**src/rtl/no_brdr_out_collector_pkg.sv**
```systemverilog
// Shared definitions for the no-border output collector: FSM states,
// output conversion modes and the border-width helper.
package no_brdr_out_collector_pkg;

  typedef enum logic [1:0] {
    ST_IDLE  = 2'd0,
    ST_RUN   = 2'd1,
    ST_DRAIN = 2'd2,
    ST_DONE  = 2'd3
  } state_t;

  localparam int unsigned OUT_CLAMP = 0;
  localparam int unsigned OUT_ABS   = 1;

  function automatic int unsigned border_width(input int unsigned mask_width);
    return mask_width - 1;
  endfunction

endpackage

```
**src/rtl/no_brdr_out_collector_fifo.sv**
```systemverilog
// Synchronous first-word-fall-through FIFO; DEPTH must be a power of 2 (>= 2).
// A push into a full FIFO succeeds when a pop happens in the same cycle.
module sync_fifo_fwft #(
  parameter int unsigned WIDTH = 8,
  parameter int unsigned DEPTH = 16
) (
  input  logic             clk,
  input  logic             reset_in,
  input  logic             push,
  input  logic [WIDTH-1:0] push_data,
  input  logic             pop,
  output logic [WIDTH-1:0] pop_data,
  output logic             full,
  output logic             empty
);

  localparam int unsigned AW   = (DEPTH > 1) ? $clog2(DEPTH) : 1;
  localparam int unsigned CNTW = AW + 1;

  logic [WIDTH-1:0] mem [DEPTH];
  logic [AW-1:0]    wr_ptr;
  logic [AW-1:0]    rd_ptr;
  logic [CNTW-1:0]  count;
  logic             do_push;
  logic             do_pop;

  assign empty    = (count == '0);
  assign full     = (count == CNTW'(DEPTH));
  assign do_pop   = pop && !empty;
  assign do_push  = push && (!full || do_pop);
  assign pop_data = mem[rd_ptr];

  always_ff @(posedge clk) begin
    if (reset_in) begin
      wr_ptr <= '0;
      rd_ptr <= '0;
      count  <= '0;
    end else begin
      if (do_push) wr_ptr <= wr_ptr + AW'(1);
      if (do_pop)  rd_ptr <= rd_ptr + AW'(1);
      case ({do_push, do_pop})
        2'b10:   count <= count + CNTW'(1);
        2'b01:   count <= count - CNTW'(1);
        default: count <= count;
      endcase
    end
  end

  always_ff @(posedge clk) begin
    if (do_push) mem[wr_ptr] <= push_data;
  end

endmodule

```
**src/rtl/no_brdr_out_collector.sv**
```systemverilog
// Receive-side collector for the 7x7 no-border filter: crops the border,
// converts to unsigned pixels and buffers them. Optional macro NO_BRDR_CLIP_CNT_EN adds clip_cnt.
module no_brdr_out_collector
  import no_brdr_out_collector_pkg::*;
#(
  parameter int unsigned ROW_WIDTH  = 93,
  parameter int unsigned IMG_HEIGHT = 93,
  parameter int unsigned PIX_BIT    = 8,
  parameter int unsigned MASK_WIDTH = 7,
  parameter int unsigned OUT_MODE   = 0,
  parameter int unsigned FIFO_DEPTH = 16
) (
  input  logic               clk,
  input  logic               reset_in,
  input  logic               frame_start,
  input  logic [PIX_BIT:0]   flt_q,
  input  logic               flt_ready,
  output logic [PIX_BIT-1:0] pix_out,
  output logic               pix_out_valid,
  input  logic               pix_out_ready,
  output logic               frame_done,
  output logic               overflow,
  output logic               busy
`ifdef NO_BRDR_CLIP_CNT_EN
  ,
  output logic [15:0]        clip_cnt
`endif
);

  localparam int unsigned BORDER = border_width(MASK_WIDTH);
  localparam int unsigned CW     = (ROW_WIDTH > 1) ? $clog2(ROW_WIDTH) : 1;
  localparam int unsigned RW     = (IMG_HEIGHT > 1) ? $clog2(IMG_HEIGHT) : 1;
  localparam int unsigned QW     = PIX_BIT + 1;

  state_t             state;
  state_t             state_next;
  logic [CW-1:0]      col;
  logic [RW-1:0]      row;
  logic               start_accept;
  logic               sample;
  logic               keep;
  logic               last_sample;
  logic [QW-1:0]      mag;
  logic [PIX_BIT-1:0] conv_data;
  logic               conv_clip;
  logic [PIX_BIT-1:0] conv_pix;
  logic               conv_valid;
  logic [PIX_BIT-1:0] fifo_data;
  logic               fifo_full;
  logic               fifo_empty;
  logic               pop;

  // A frame_start cycle only restarts counting; any flt_ready alongside it is discarded.
  assign start_accept = frame_start && (state == ST_IDLE || state == ST_RUN);
  assign sample       = (state == ST_RUN) && flt_ready && !frame_start;
  assign keep         = sample && (row >= RW'(BORDER)) && (col >= CW'(BORDER));
  assign last_sample  = sample && (row == RW'(IMG_HEIGHT - 1)) && (col == CW'(ROW_WIDTH - 1));

  always_ff @(posedge clk) begin
    if (reset_in) state <= ST_IDLE;
    else          state <= state_next;
  end

  always_comb begin
    state_next = state;
    frame_done = 1'b0;
    busy       = 1'b1;
    case (state)
      ST_IDLE: begin
        busy = 1'b0;
        if (frame_start) state_next = ST_RUN;
      end
      ST_RUN:   if (last_sample) state_next = ST_DRAIN;
      ST_DRAIN: if (fifo_empty && !conv_valid) state_next = ST_DONE;
      ST_DONE: begin
        frame_done = 1'b1;
        state_next = ST_IDLE;
      end
      default:  state_next = ST_IDLE;
    endcase
  end

  always_ff @(posedge clk) begin
    if (reset_in || start_accept) begin
      row <= '0;
      col <= '0;
    end else if (sample) begin
      if (col == CW'(ROW_WIDTH - 1)) begin
        col <= '0;
        row <= row + RW'(1);
      end else begin
        col <= col + CW'(1);
      end
    end
  end

  // Negating the most negative input overflows into bit PIX_BIT, which flags saturation.
  always_comb begin
    mag       = flt_q[PIX_BIT] ? (~flt_q + QW'(1)) : flt_q;
    conv_data = flt_q[PIX_BIT-1:0];
    conv_clip = 1'b0;
    if (OUT_MODE == OUT_ABS) begin
      if (mag[PIX_BIT]) begin
        conv_data = '1;
        conv_clip = 1'b1;
      end else begin
        conv_data = mag[PIX_BIT-1:0];
      end
    end else if (flt_q[PIX_BIT]) begin
      conv_data = '0;
      conv_clip = 1'b1;
    end
  end

  always_ff @(posedge clk) begin
    if (reset_in) begin
      conv_valid <= 1'b0;
      conv_pix   <= '0;
    end else begin
      conv_valid <= keep;
      if (keep) conv_pix <= conv_data;
    end
  end

  assign pop = !fifo_empty && pix_out_ready;

  sync_fifo_fwft #(
    .WIDTH (PIX_BIT),
    .DEPTH (FIFO_DEPTH)
  ) u_fifo (
    .clk       (clk),
    .reset_in  (reset_in),
    .push      (conv_valid),
    .push_data (conv_pix),
    .pop       (pop),
    .pop_data  (fifo_data),
    .full      (fifo_full),
    .empty     (fifo_empty)
  );

  assign pix_out_valid = !fifo_empty;
  assign pix_out       = fifo_empty ? '0 : fifo_data;

  always_ff @(posedge clk) begin
    if (reset_in || start_accept)            overflow <= 1'b0;
    else if (conv_valid && fifo_full && !pop) overflow <= 1'b1;
  end

`ifdef NO_BRDR_CLIP_CNT_EN
  always_ff @(posedge clk) begin
    if (reset_in || start_accept)               clip_cnt <= '0;
    else if (keep && conv_clip && clip_cnt != '1) clip_cnt <= clip_cnt + 16'd1;
  end
`endif

endmodule

```
**config.mk**
```make
export PLATFORM = sky130hd
export DESIGN_NAME = no_brdr_out_collector
export DESIGN_NICKNAME = d
export VERILOG_FILES = /design/src/rtl/no_brdr_out_collector_pkg.sv /design/src/rtl/no_brdr_out_collector_fifo.sv /design/src/rtl/no_brdr_out_collector.sv
export SDC_FILE = /design/constraint.sdc
export NUM_CORES = 1
export LEC_CHECK = 0
export CAP_MARGIN = 40
export CORE_ASPECT_RATIO = 1.2
export CORE_UTILIZATION = 55
export DETAILED_ROUTE_END_ITERATION = 6
export PLACE_DENSITY_LB_ADDON = 0.12
export SETUP_SLACK_MARGIN = 0.5
export SLEW_MARGIN = 20
export SYNTH_ARGS = -nofsm -noshare
export SYNTH_HDL_FRONTEND = slang
export SYNTH_HIERARCHICAL = 1
export SYNTH_SLANG_ARGS = --single-unit
```
**constraint.sdc**
```tcl
create_clock -name clk -period 3.4 [get_ports clk]
set_input_delay 0.34 -clock clk [delete_from_list [all_inputs] [get_ports clk]]
set_output_delay 0.34 -clock clk [all_outputs]
set_load 0.01 [all_outputs]
```
-- Word-level counts from Yosys, hierarchy flattened
Memories as Yosys holds them, arrays and structs flattened. A register that Yosys moved wholly into a read port is not among the register bits.
Index checks and enable logic that the tools add are counted.
W data, S select, Z words.
- memories kept: 1
- bits in registers: 39
- ROM bits: 0
- latch bits: 0
- input port bits: 14
- memory bits (writable): 128
- memories (memory ; words ; width ; read ports ; clocked after Yosys merged registers in ; write ports ; RTL line ; RTL):
    u_fifo.mem ; 16 ; 8 ; 1 ; 1 ; 1 ; no_brdr_out_collector_fifo.sv:20 ; logic [WIDTH-1:0] mem [DEPTH];
- divide/modulo/power cells: 0
- $mul: 0
- eq/ne operators: 11
- order comparisons: 2
- shift operators: 0
- bitwise logic cells: 0
- reduce and logical (&&, ||, !) cells: 26
- mux-type cells: 14
- add/subtract/negate cells: 6
- operator list (operator ; count):
    $mux W8 ; 2
    $add A7 B1 Y7 const B ; 2
    $eq A7 B7 Y1 const B ; 2
    $ge A7 B3 Y1 const B ; 2
    $logic_and A1 B1 Y1 ; 13
    $pmux W5 S2 ; 1
    $add A4 B1 Y4 const B ; 2
    $mux W4 ; 2
    $pmux W2 S4 ; 1
    $mux W7 ; 1
    $eq A2 B2 Y1 const B ; 3
    $mux W2 ; 3
    $ne A2 B2 Y1 const B ; 3
    $add A5 B1 Y5 const B ; 1
    $eq A5 B5 Y1 const B ; 1
    $logic_not A1 Y1 ; 5
    $logic_not A5 Y1 ; 1
    $sub A5 B1 Y5 const B ; 1
    $eq A2 B1 Y1 const B ; 2
    $mux W1 ; 4
    $logic_or A1 B1 Y1 ; 3
    $reduce_and A3 Y1 ; 1
    $logic_not A2 Y1 ; 1
    $reduce_and A2 Y1 ; 1
    $reduce_bool A2 Y1 ; 1

-- Logic depth before layout (Yosys ltp)
- word-level depth: 8
- gate-level depth with buffers: 13
- gate-level depth less buffers: 11

-- Modules after synthesis
The synthesis kept the hierarchy.
- modules (own cells, without submodules) (module ; area each (sq um) ; cells each ; times used):
    sync_fifo_fwft ; 5858.1 ; 326 ; 1
    no_brdr_out_collector ; 1415.1 ; 164 ; 1

-- Worst setup path before layout
No wires, ideal clock.
- path type: register to register
- start point: register u_fifo.count[0]
- end point: register u_fifo.count[4]
- arrival time: 3119 ps
- cell stages (with the launch flop): 14
- required time: 3266 ps
- slack: 147 ps
- buffers on the path: 2
- cells stage by stage: dfxtp_1 or4_4 buf_6 nor2_1 clkbuf_1 nor2b_1 nor2b_1 o21ai_2 inv_1 ha_1 nand2b_1 o2bb2ai_1 a2111oi_0 or4_1
- word-level cells in the longest chain between the ends: 8
- elaborated cells between the ends (all ways): 14
- classes of those cells: add/sub: 2; eq/ne: 3; mux: 1; reduce/logical: 8
- RTL lines (element ; RTL line ; RTL):
    from (decl) ; no_brdr_out_collector_fifo.sv:23 ; logic [CNTW-1:0] count;
    from (signal assigned) ; no_brdr_out_collector_fifo.sv:42 ; 2'b10: count <= count + CNTW'(1);
    from (signal assigned) ; no_brdr_out_collector_fifo.sv:43 ; 2'b01: count <= count - CNTW'(1);
    from (signal assigned) ; no_brdr_out_collector_fifo.sv:44 ; default: count <= count;
    $logic_not A5 Y1 (*) ; no_brdr_out_collector_fifo.sv:27 ; assign empty = (count == '0);
    via fifo_empty ; no_brdr_out_collector.sv:50 ; logic fifo_empty;
    $logic_not A1 Y1 (*) ; no_brdr_out_collector.sv:125 ; assign pop = !fifo_empty && pix_out_ready;
    $logic_and A1 B1 Y1 (*) ; no_brdr_out_collector.sv:125 ;
    via pop ; no_brdr_out_collector.sv:51 ; logic pop;
    $logic_and A1 B1 Y1 (*) ; no_brdr_out_collector_fifo.sv:29 ; assign do_pop = pop && !empty;
    $logic_or A1 B1 Y1 ; no_brdr_out_collector_fifo.sv:30 ; assign do_push = push && (!full || do_pop);
    $logic_and A1 B1 Y1 ; no_brdr_out_collector_fifo.sv:30 ;
    $eq A2 B1 Y1 or $eq A2 B2 Y1 (tied branches) ; no_brdr_out_collector_fifo.sv:41 ; case ({do_push, do_pop})
    $pmux W5 S2 or $reduce_bool A2 Y1 (tied branches) ; n/a ;
Mark *: on every way through the listed nets, which the timed path passes. The rest lies on a longest branch.
A chain may end at the register's enable or synchronous reset.

==> results.py <==
metrics = {
    "synthesis": {
        "synthCells": 490,
        "syn-cell-area_um2": 7270,
        "synth_ff_type": "edfxtp_1",
        "synth_edf_count": 128,
        "ys_top_cells_by_area": "edfxtp_1 53%, dfxtp_1 12%, mux4_2 9.9%",
        "ys_ff_latch": 171,
        "avgSynthCellArea_um2": 14.8,
        "synth.net_count": 523,
        "yosysWarnings": 6,
        "seq_area_frac_synth_pct": 64.7,
        "synthArstFlopShare_pct": 0,
        "yosys.area.top_type": "edfxtp_1",
        "synth_most_common_cell": "edfxtp_1",
        "synth_cell_types": 50,
        "synth_top_area_share_pct": 52.8,
        "ys_top_cells_by_count": "128 x edfxtp_1, 43 x dfxtp_1, 32 x mux4_2",
    },
    "cells_and_area": {
        "finalNonFillerCells": 720,
        "drive_gt1_share_pct": 21.6,
        "multi_input_area_um2": 2490,
        "regArea_um2": 4710,
        "stdcell_area_um2": 8630,
        "postLayoutCoreUtil_pct": 67.5,
        "fillCellCount": 868,
        "antenna-diode-count": 0,
        "syn_to_final_growth_pct": 18.7,
        "nNetsFinal": 576,
    },
    "hold_path": {
        "hold_path.class": "reg -> reg",
    },
    "floorplanning": {
        "die_y_um": 128,
        "die-area_um2": 13700,
        "ios": 26,
        "die_w_um": 107,
        "start_util_pct": 56.9,
        "core_um2": 12800,
        "placementRows": 45,
    },
    "sta": {
        "final.setup.tns_ns": 0,
        "slew_viol_final": 0,
        "tightest_slew_ns": 0.701,
        "relSlewSlack_pct": 53.1,
        "holdWs_ns": 0.481,
        "setup_ws_ns": 0.568,
        "rsz0062_at_grt": "true",
        "setup_viol": 0,
        "finalHoldViolations": 0,
        "skew_ns": 0.00818,
        "post-route-period-util_pct": 83.3,
        "fin_crit_ns": 2.83,
        "fmax_mhz": 353,
    },
    "clock_tree": {
        "root_buffer": "clkbuf_16",
        "clkSlewWorstSetupHoldPaths_ns": 0.06,
        "ctsHoldBuffers": 0,
        "cts.sink_count": 171,
        "clock_path_buffers": 2,
        "clkLatencyLatePin_ns": 0.41,
        "cts_tree": "built",
        "cts-buffers-inserted": 17,
        "cts.htree.levels": 4,
    },
    "place": {
        "dp.cells": 666,
        "place_area_um2": 7740,
        "dp_hpwl_mm": 9.51,
        "port_buffers": 25,
        "place_congestion": 0.788,
        "dpl_worst_slack_ns": 0.457,
    },
    "setup_path": {
        "cp_data_arrival_time_ns": 2.49,
        "critical_path_class": "reg -> out",
        "cp_cell_sequence": "buf_6 -> buf_4 -> mux4_2 -> a22oi_1 -> nand2_1 -> nor2b_1 -> clkdlybuf4s50_1",
        "cp_slowest_stage_delay_ns": 0.54,
        "start_kind": "register",
        "crit_fanout": 4,
        "required_ns": 3.06,
        "end_kind": "output port",
        "cpMaxStageDelayCell": "mux4_2",
    },
    "grt": {
        "antenna_found_initial": 0,
        "first_global_vias": 4271,
        "grt_pass1_wl_mm": 22.5,
        "grt_start_max_net_pins": 33,
        "globalRouteOverflowTotal": 0,
        "grt_usage_pct": 22.3,
    },
    "drt": {
        "wl_per_cell_um": 20.3,
        "ant_nets": 0,
        "via_count": 4261,
        "initialDrtViolationCount": 230,
        "viasPerCell": 5.92,
        "drcViolationCount": 0,
        "routed_wl_mm": 14.6,
        "dr.pass1.iters": 6,
    },
    "pwr": {
        "power.density_nw_per_um2": 496,
        "peakVddDrop_uv": 418,
        "power_mw": 4.28,
        "power_leakage_nw": 3.32,
    },
    "status": {
        "status": "finished clean",
    },
    "run": {
        "cap_viol_max_count": 0,
    },
}
final timing paths:
check	to	depth (start not counted)	slack (ns)	startpoint
worst max register to register	u_fifo/count[4]$_SDFFE_PP0P_	11	0.57	u_fifo/count[1]$_SDFFE_PP0P_
worst min register to register	overflow$_SDFFE_PP0P_	1	0.48	overflow$_SDFFE_PP0P_
worst min-delay path	overflow$_SDFFE_PP0P_	1	0.48	overflow$_SDFFE_PP0P_
worst max-delay path	pix_out[2]	7	0.57	register
final cells by class:
type	count	area share, %
multi-input combinational	279	28.9
clock inverter	15	1.88
inverter	18	0.783
sequential	171	54.6
timing repair buffer	56	6.58
clock buffer	17	4.93
tap	164	2.38
registers in the layout, indices dropped and copies added (netlist names), named ones only:
name and count:
u_fifo/mem 128, conv_pix 8, col 7, row 7, u_fifo/count 5, u_fifo/rd_ptr 4
u_fifo/wr_ptr 4, state 2, conv_valid 1, overflow 1
placed cells by master, fill, tap and decap left out, types with 3 or more instances in the layout:
cell / count
inv_1: 17
nor2_1: 27
or4_1: 4
and3_1: 14
edfxtp_1: 128
dfxtp_1: 41
nor2b_1: 11
nor3_1: 4
nand4_1: 5
or2_2: 3
a22oi_2: 7
ha_1: 17
mux2i_1: 7
o21a_1: 7
xnor2_1: 4
nor4_1: 3
a21oi_1: 15
or3_1: 3
clkinvlp_4: 4
clkbuf_16: 19
clkdlybuf4s50_1: 23
inv_6: 5
buf_12: 3
o211ai_1: 4
o21ai_0: 15
nand2_1: 22
nand4b_1: 9
mux4_2: 32
nand2b_1: 6
nor3b_1: 6
a22oi_1: 9
xor2_1: 9
nand3_1: 5
buf_4: 24
power breakdown:
part / leakage, nW / internal (mW) / switching (mW)
sequential: 1.84 / 2.22 / 0.0104
clock: 0.273 / 1.09 / 0.795
combinational: 1.21 / 0.0743 / 0.0852
cells by family (layout without fill, tap and decap cells):
logic type                 after synthesis  after routing  share of synthesized area [%]
DFF                                    171            171                           64.7
and+or+nand+nor                        134            134                           10.5
AOI/OAI and AO/OA                       73             73                           6.57
muxes                                   40             40                           11.0
buffers and inverters                   40            106                           2.24
adders and majority gates               19             19                           3.37
xor gates and xnor gates                13             13                           1.57
per-layer routing:
metal,part of all wire [%],wire length (um),vias up,GRT usage [%]
met5,0,0,-,0
met4,1.2,171,0,5.40
met3,3.6,522,14,4.12
met2,55,8000,112,40.0
met1,41,5960,2142,27.9
li1,-,-,1993,-
timing repair:
action / CTS / global route
buffers inserted: 5 / 15
pin swaps: 1 / 3
resized for setup: 6 / 16
gates cloned: 0 / 2
setup endpoints to repair: 9 / 9
critical path: cells and delay by family, from the launching register on:
family	cells	cell delay, ns
AOI/OAI and AO/OA	1	0.22
buffers and inverters	3	0.75
DFF	1	0.36
muxes	1	0.54
and+or+nand+nor	2	0.21
No activity file was read; power rests on OpenSTA's default activity.
==> RTL edit 1 (same settings) <==
Build with the macro `NO_BRDR_CLIP_CNT_EN` defined.
--- a/src/rtl/no_brdr_out_collector.sv
+++ b/src/rtl/no_brdr_out_collector.sv
@@ -1,5 +1,7 @@
 // Receive-side collector for the 7x7 no-border filter: crops the border,
 // converts to unsigned pixels and buffers them. Optional macro NO_BRDR_CLIP_CNT_EN adds clip_cnt.
+`define NO_BRDR_CLIP_CNT_EN
+
 module no_brdr_out_collector
   import no_brdr_out_collector_pkg::*;
 #(
Function (old outputs only; new: clip_cnt): kept (Yosys induction, for registers that start in step).
==> RTL edit 1 against the original RTL <==
- critical path type unchanged
- critical path depth fell by 1
- sequential cell count increased by 16
- combinational power rose by 41%
- register-to-register slack better by 0.03 ns
- setup slack got worse by 0.047 ns
- core utilization decreased by 1.7 points
- final area grew 9.5%
- hold slack got worse by 0.0076 ns
- power is 6.2% higher
- synthesized area increased by 11%
- final cell count rose by 14%
- routed wire length grew 9.8%
- largest cell class unchanged
==> RTL edit 1: results (changes against the original RTL) <==
pwr:
  power_frac_seq_pct: 53.3  # +1.2 points
  p_comb_mw: 0.226  # +41%
  ir_drop_v: 0.000323  # -23%
  leakage_nw: 3.48  # +4.7%
  power.switching_mw: 1.01  # +14%
setup_path:
  crit_fanout: 6  # +2
  reg2reg_slack_ns: 0.60  # +0.03 ns
  arrival_ns: 2.54  # +0.05 ns
  endpoint: "pix_out[1]"
  reg2reg_from: "u_fifo/count[0]$_SDFFE_PP0P_"
sta:
  skew_ns: 0.00893  # +0.000754 ns
grt:
  grt_pass1_wl_mm: 25.3  # +13%
  use_met1_pct: 27.1  # -0.80 points
  first_global_vias: 4893  # +15%
  gr-usage-met2_pct: 38.6  # -1.4 points
  gr-usage-met3_pct: 4.31  # +0.19 points
  track_usage_pct: 22.4  # +0.086 points
drt:
  wl_met2_mm: 8.42  # +5.3%
  vias: 4893  # +15%
  met1_length_mm: 6.52  # +9.6%
  drtIter0Drc: 297  # +29%
  route.final.wire_length_mm: 16.1  # +9.8%
finish:
  drive_gt1_share_pct: 17.6  # -3.9 points
  layout.nets: 668  # +16%
  num-multi-input-gates: 352  # +26%
  multi_input_area_share_pct: 31.5  # +2.6 points
  clock_tree_area_fraction_pct: 6.00  # -0.81 points
  reg_top3: "u_fifo/mem: 128 flops, clip_cnt: 16 flops, conv_pix: 8 flops"
  seq_cell_count: 187  # +9.4%
  inv_count: 19  # +1
  fillers: 1037  # +19%
  nonClkBufAreaFrac_pct: 6.20  # -0.38 points
  regArea_um2: 5030  # +6.8%
logic_synthesis:
  synthMuxAreaShare_pct: 9.69  # -1.3 points
  synth_xor_area_share_pct: 2.39  # +0.82 points
  syn-num-nets: 612  # +17%
  synthTopCellsByCount: "128 x edfxtp_1, 59 x dfxtp_1, 38 x nand2_1"
  synthAdderAreaFrac_pct: 3.35  # -0.021 points
  yosysSeqAreaShare_pct: 62.3  # -2.4 points
  ys_top_cells_by_area: "edfxtp_1 48%, dfxtp_1 15%, mux4_2 8.9%"
  synth-compound-area-share_pct: 7.09  # +0.52 points
  ys_types: 63  # +26%
placement:
  portBuffers: 41  # +64%
  place.gp.congestion: 0.865  # +9.8%
  place_hpwl_mm: 10.8  # +14%
cts:
  ctsResizeCount: 9  # +3
  cts_setup_buffers: 3  # -2
  root_buffer: "clkbuf_16"
run_status:
  outcome: "complete, no violations"
hold_path:
  hold_start: "overflow$_SDFFE_PP0P_"
  hold_path_depth: 1  # unchanged
## RTL edit 1: cell types whose count changed in the layout (fill, tap and decap cells not counted), sizes merged, moves of 6 or more
cell and delta:
nand4b -8, nand3b +8, clkdlybuf4s50 +16, nand4 +7
nor3 +6, nand2 +18, buf -15, nand3 +12
a21oi +7, and3 -8, and2 +13, dfxtp +16
## RTL edit 1: metrics by stage
| step | std cells | worst slack (ns) | power (mW) | cell area (um2) | hold WS (ns) |
|---|---|---|---|---|---|
| global placement | 781 | 0.541 | 2.70 | 8700 | 0.453 |
| detailed placement | 781 | 0.493 | 2.70 | 8700 | 0.461 |
| CTS | 817 | 0.496 | 4.58 | 9360 | 0.478 |
| finish | 821 | 0.522 | 4.55 | 9450 | 0.473 |
| global route | 821 | 0.474 | 4.69 | 9450 | 0.501 |
| floorplan | 577 | 0.528 | 2.62 | 8100 | 0.413 |
==> RTL edit 2 (same flow settings) <==
Made on the original files. The 4 states of `state_t` get a Gray code encoding in 2 bits.
--- a/src/rtl/no_brdr_out_collector_pkg.sv
+++ b/src/rtl/no_brdr_out_collector_pkg.sv
@@ -3,10 +3,10 @@
 package no_brdr_out_collector_pkg;
 
   typedef enum logic [1:0] {
-    ST_IDLE  = 2'd0,
-    ST_RUN   = 2'd1,
-    ST_DRAIN = 2'd2,
-    ST_DONE  = 2'd3
+    ST_IDLE  = 2'b00,
+    ST_RUN   = 2'b01,
+    ST_DRAIN = 2'b11,
+    ST_DONE  = 2'b10
   } state_t;
 
   localparam int unsigned OUT_CLAMP = 0;
Behaviour: same outputs for any inputs over 10 cycles, from zero or initial values and one cycle with reset_in high; not proved beyond that.
==> RTL edit 2 against the original RTL <==
- routed wire length shrank 1.7%
- core utilization shrank 1.8 points
- sequential share of layout area grew 2.0 points
- die area shrank 1.3%
- synthesized area shrank 1.3%
- final cell count shrank 3.6%
- sequential cell count is the same
- setup slack gained 0.0066 ns
- count of clock-buffer cells in the layout is the same
- final area shrank 3.5%
Power is not compared: it rests on default switching activity, and its combinational part moved more than twofold at a synthesized area within 25%.
==> RTL edit 2: results (changes against the original RTL) <==
run_status:
  outcome: "complete, no violations"
logic_synthesis:
  syn-num-nets: 510  # -2.5%
  ys_types: 50  # unchanged
  synthTopCellsByCount: "128 x edfxtp_1, 43 x dfxtp_1, 34 x nor2_1"
  synth-compound-area-share_pct: 5.77  # -0.80 points
  synth_edf_count: 128  # unchanged
  ys_top_cells_by_area: "edfxtp_1 54%, dfxtp_1 12%, mux4_2 10%"
  synth_xor_area_share_pct: 1.83  # +0.27 points
  synthMuxAreaShare_pct: 10.9  # -0.13 points
  synthAdderAreaFrac_pct: 2.72  # -0.65 points
  yosysSeqAreaShare_pct: 65.6  # +0.88 points
drt:
  vias: 4140  # -2.8%
  first_pass_iters: 5  # -1
  wire_per_inst_um: 20.7  # +2.0%
  drtIter0Drc: 304  # +32%
finish:
  antenna_cells: 0  # unchanged
  drive_gt1_share_pct: 19.1  # -2.5 points
  layout.nets: 546  # -5.2%
cts:
  ctsHtreeMaxLevel: 4  # unchanged
  cts_made_buffers: 17  # unchanged
  clk_latency_ns: 0.42
placement:
  place_hpwl_mm: 8.91  # -6.3%
  place.gp.congestion: 0.836  # +6.1%
grt:
  antenna_found_initial: 0  # unchanged
  grt_pass1_wl_mm: 22.4  # about the same
  first_global_vias: 4243  # -0.66%
  track_usage_pct: 22.7  # +0.47 points
sta:
  skew_ns: 0.00789  # -0.000290 ns
  relSlewSlack_pct: 55.5  # +2.5 points
setup_path:
  cp_slowest_stage_delay_ns: 0.53
  crit_fanout: 16  # +12
pwr:
  ir_drop_v: 0.000298
  leakage_nw: 3.16
hold_path:
  hold_path_depth: 2  # +1
[RTL edit 2: worst paths after layout]
kind / endpoint / slack [ns] / from
worst min register to register: overflow$_SDFFE_PP0P_ / 0.47 / overflow$_SDFFE_PP0P_
worst max-delay path: pix_out[7] / 0.57 / flip-flop
worst min-delay path: overflow$_SDFFE_PP0P_ / 0.47 / overflow$_SDFFE_PP0P_
worst max register to register: u_fifo/count[4]$_SDFFE_PP0P_ / 0.57 / u_fifo/count[3]$_SDFFE_PP0P_
[RTL edit 2: tightest hold or removal path, cell delays in order, from the launching register on]
cell and delay [ns]:
dfxtp_1 0.32, nor2_1 0.05, nor2_1 0.07
[RTL edit 2: cell families after synthesis]
logic type / Yosys count
flops: 171
mux: 38
compound gates: 64
xor+xnor: 15
buf+inv: 38
fa+ha+maj: 15
simple gates: 140
[RTL edit 2: layout make-up]
cell class | count | area (um2)
flip-flops and latches | 171 | 4710
well taps | 164 | 205
multi-input cells | 272 | 2350
clock buffers | 17 | 425
fillers | 883 | 4340
clock inverters | 15 | 163
inverters | 16 | 60.1
repair buffers | 39 | 414
[RTL edit 2: stage by stage]
stage | instances | area [um2] | utilization, % | setup slack (ns) | total power, mW
floorplan | 481 | 7180 | - | 0.541 | 2.27
global route | 694 | 8330 | 65.8 | 0.463 | 4.26
finish | 694 | 8330 | 65.8 | 0.575 | 4.15
CTS | 690 | 8230 | 65.0 | 0.479 | 4.18
global placement | 656 | 7600 | 60.0 | 0.356 | 2.30
detailed placement | 656 | 7600 | 60.0 | 0.241 | 2.30
[RTL edit 2: where the power goes]
group	internal, mW	switching (mW)	leakage (nW)
clock	1.09	0.808	0.288
combinational	0.0203	0.0162	1.03
sequential	2.21	0.00136	1.84
total	3.33	0.826	3.16
[RTL edit 2: layer usage]
metal,part of all wire (%),vias to the layer above,GRT usage (%),wire length (um)
met4,1.7,0,8.66,240
met1,40,2086,27.6,5720
met3,5.0,19,4.74,724
met5,0,-,0,0
met2,54,118,40.0,7720
li1,-,1917,-,-
[RTL edit 2: timing repair]
item	4_1_cts	5_1_grt
pin swaps	1	0
resized for setup	4	12
setup buffers	1	3
setup endpoints to repair	7	9
cloned	1	1
hold buffers	0	0
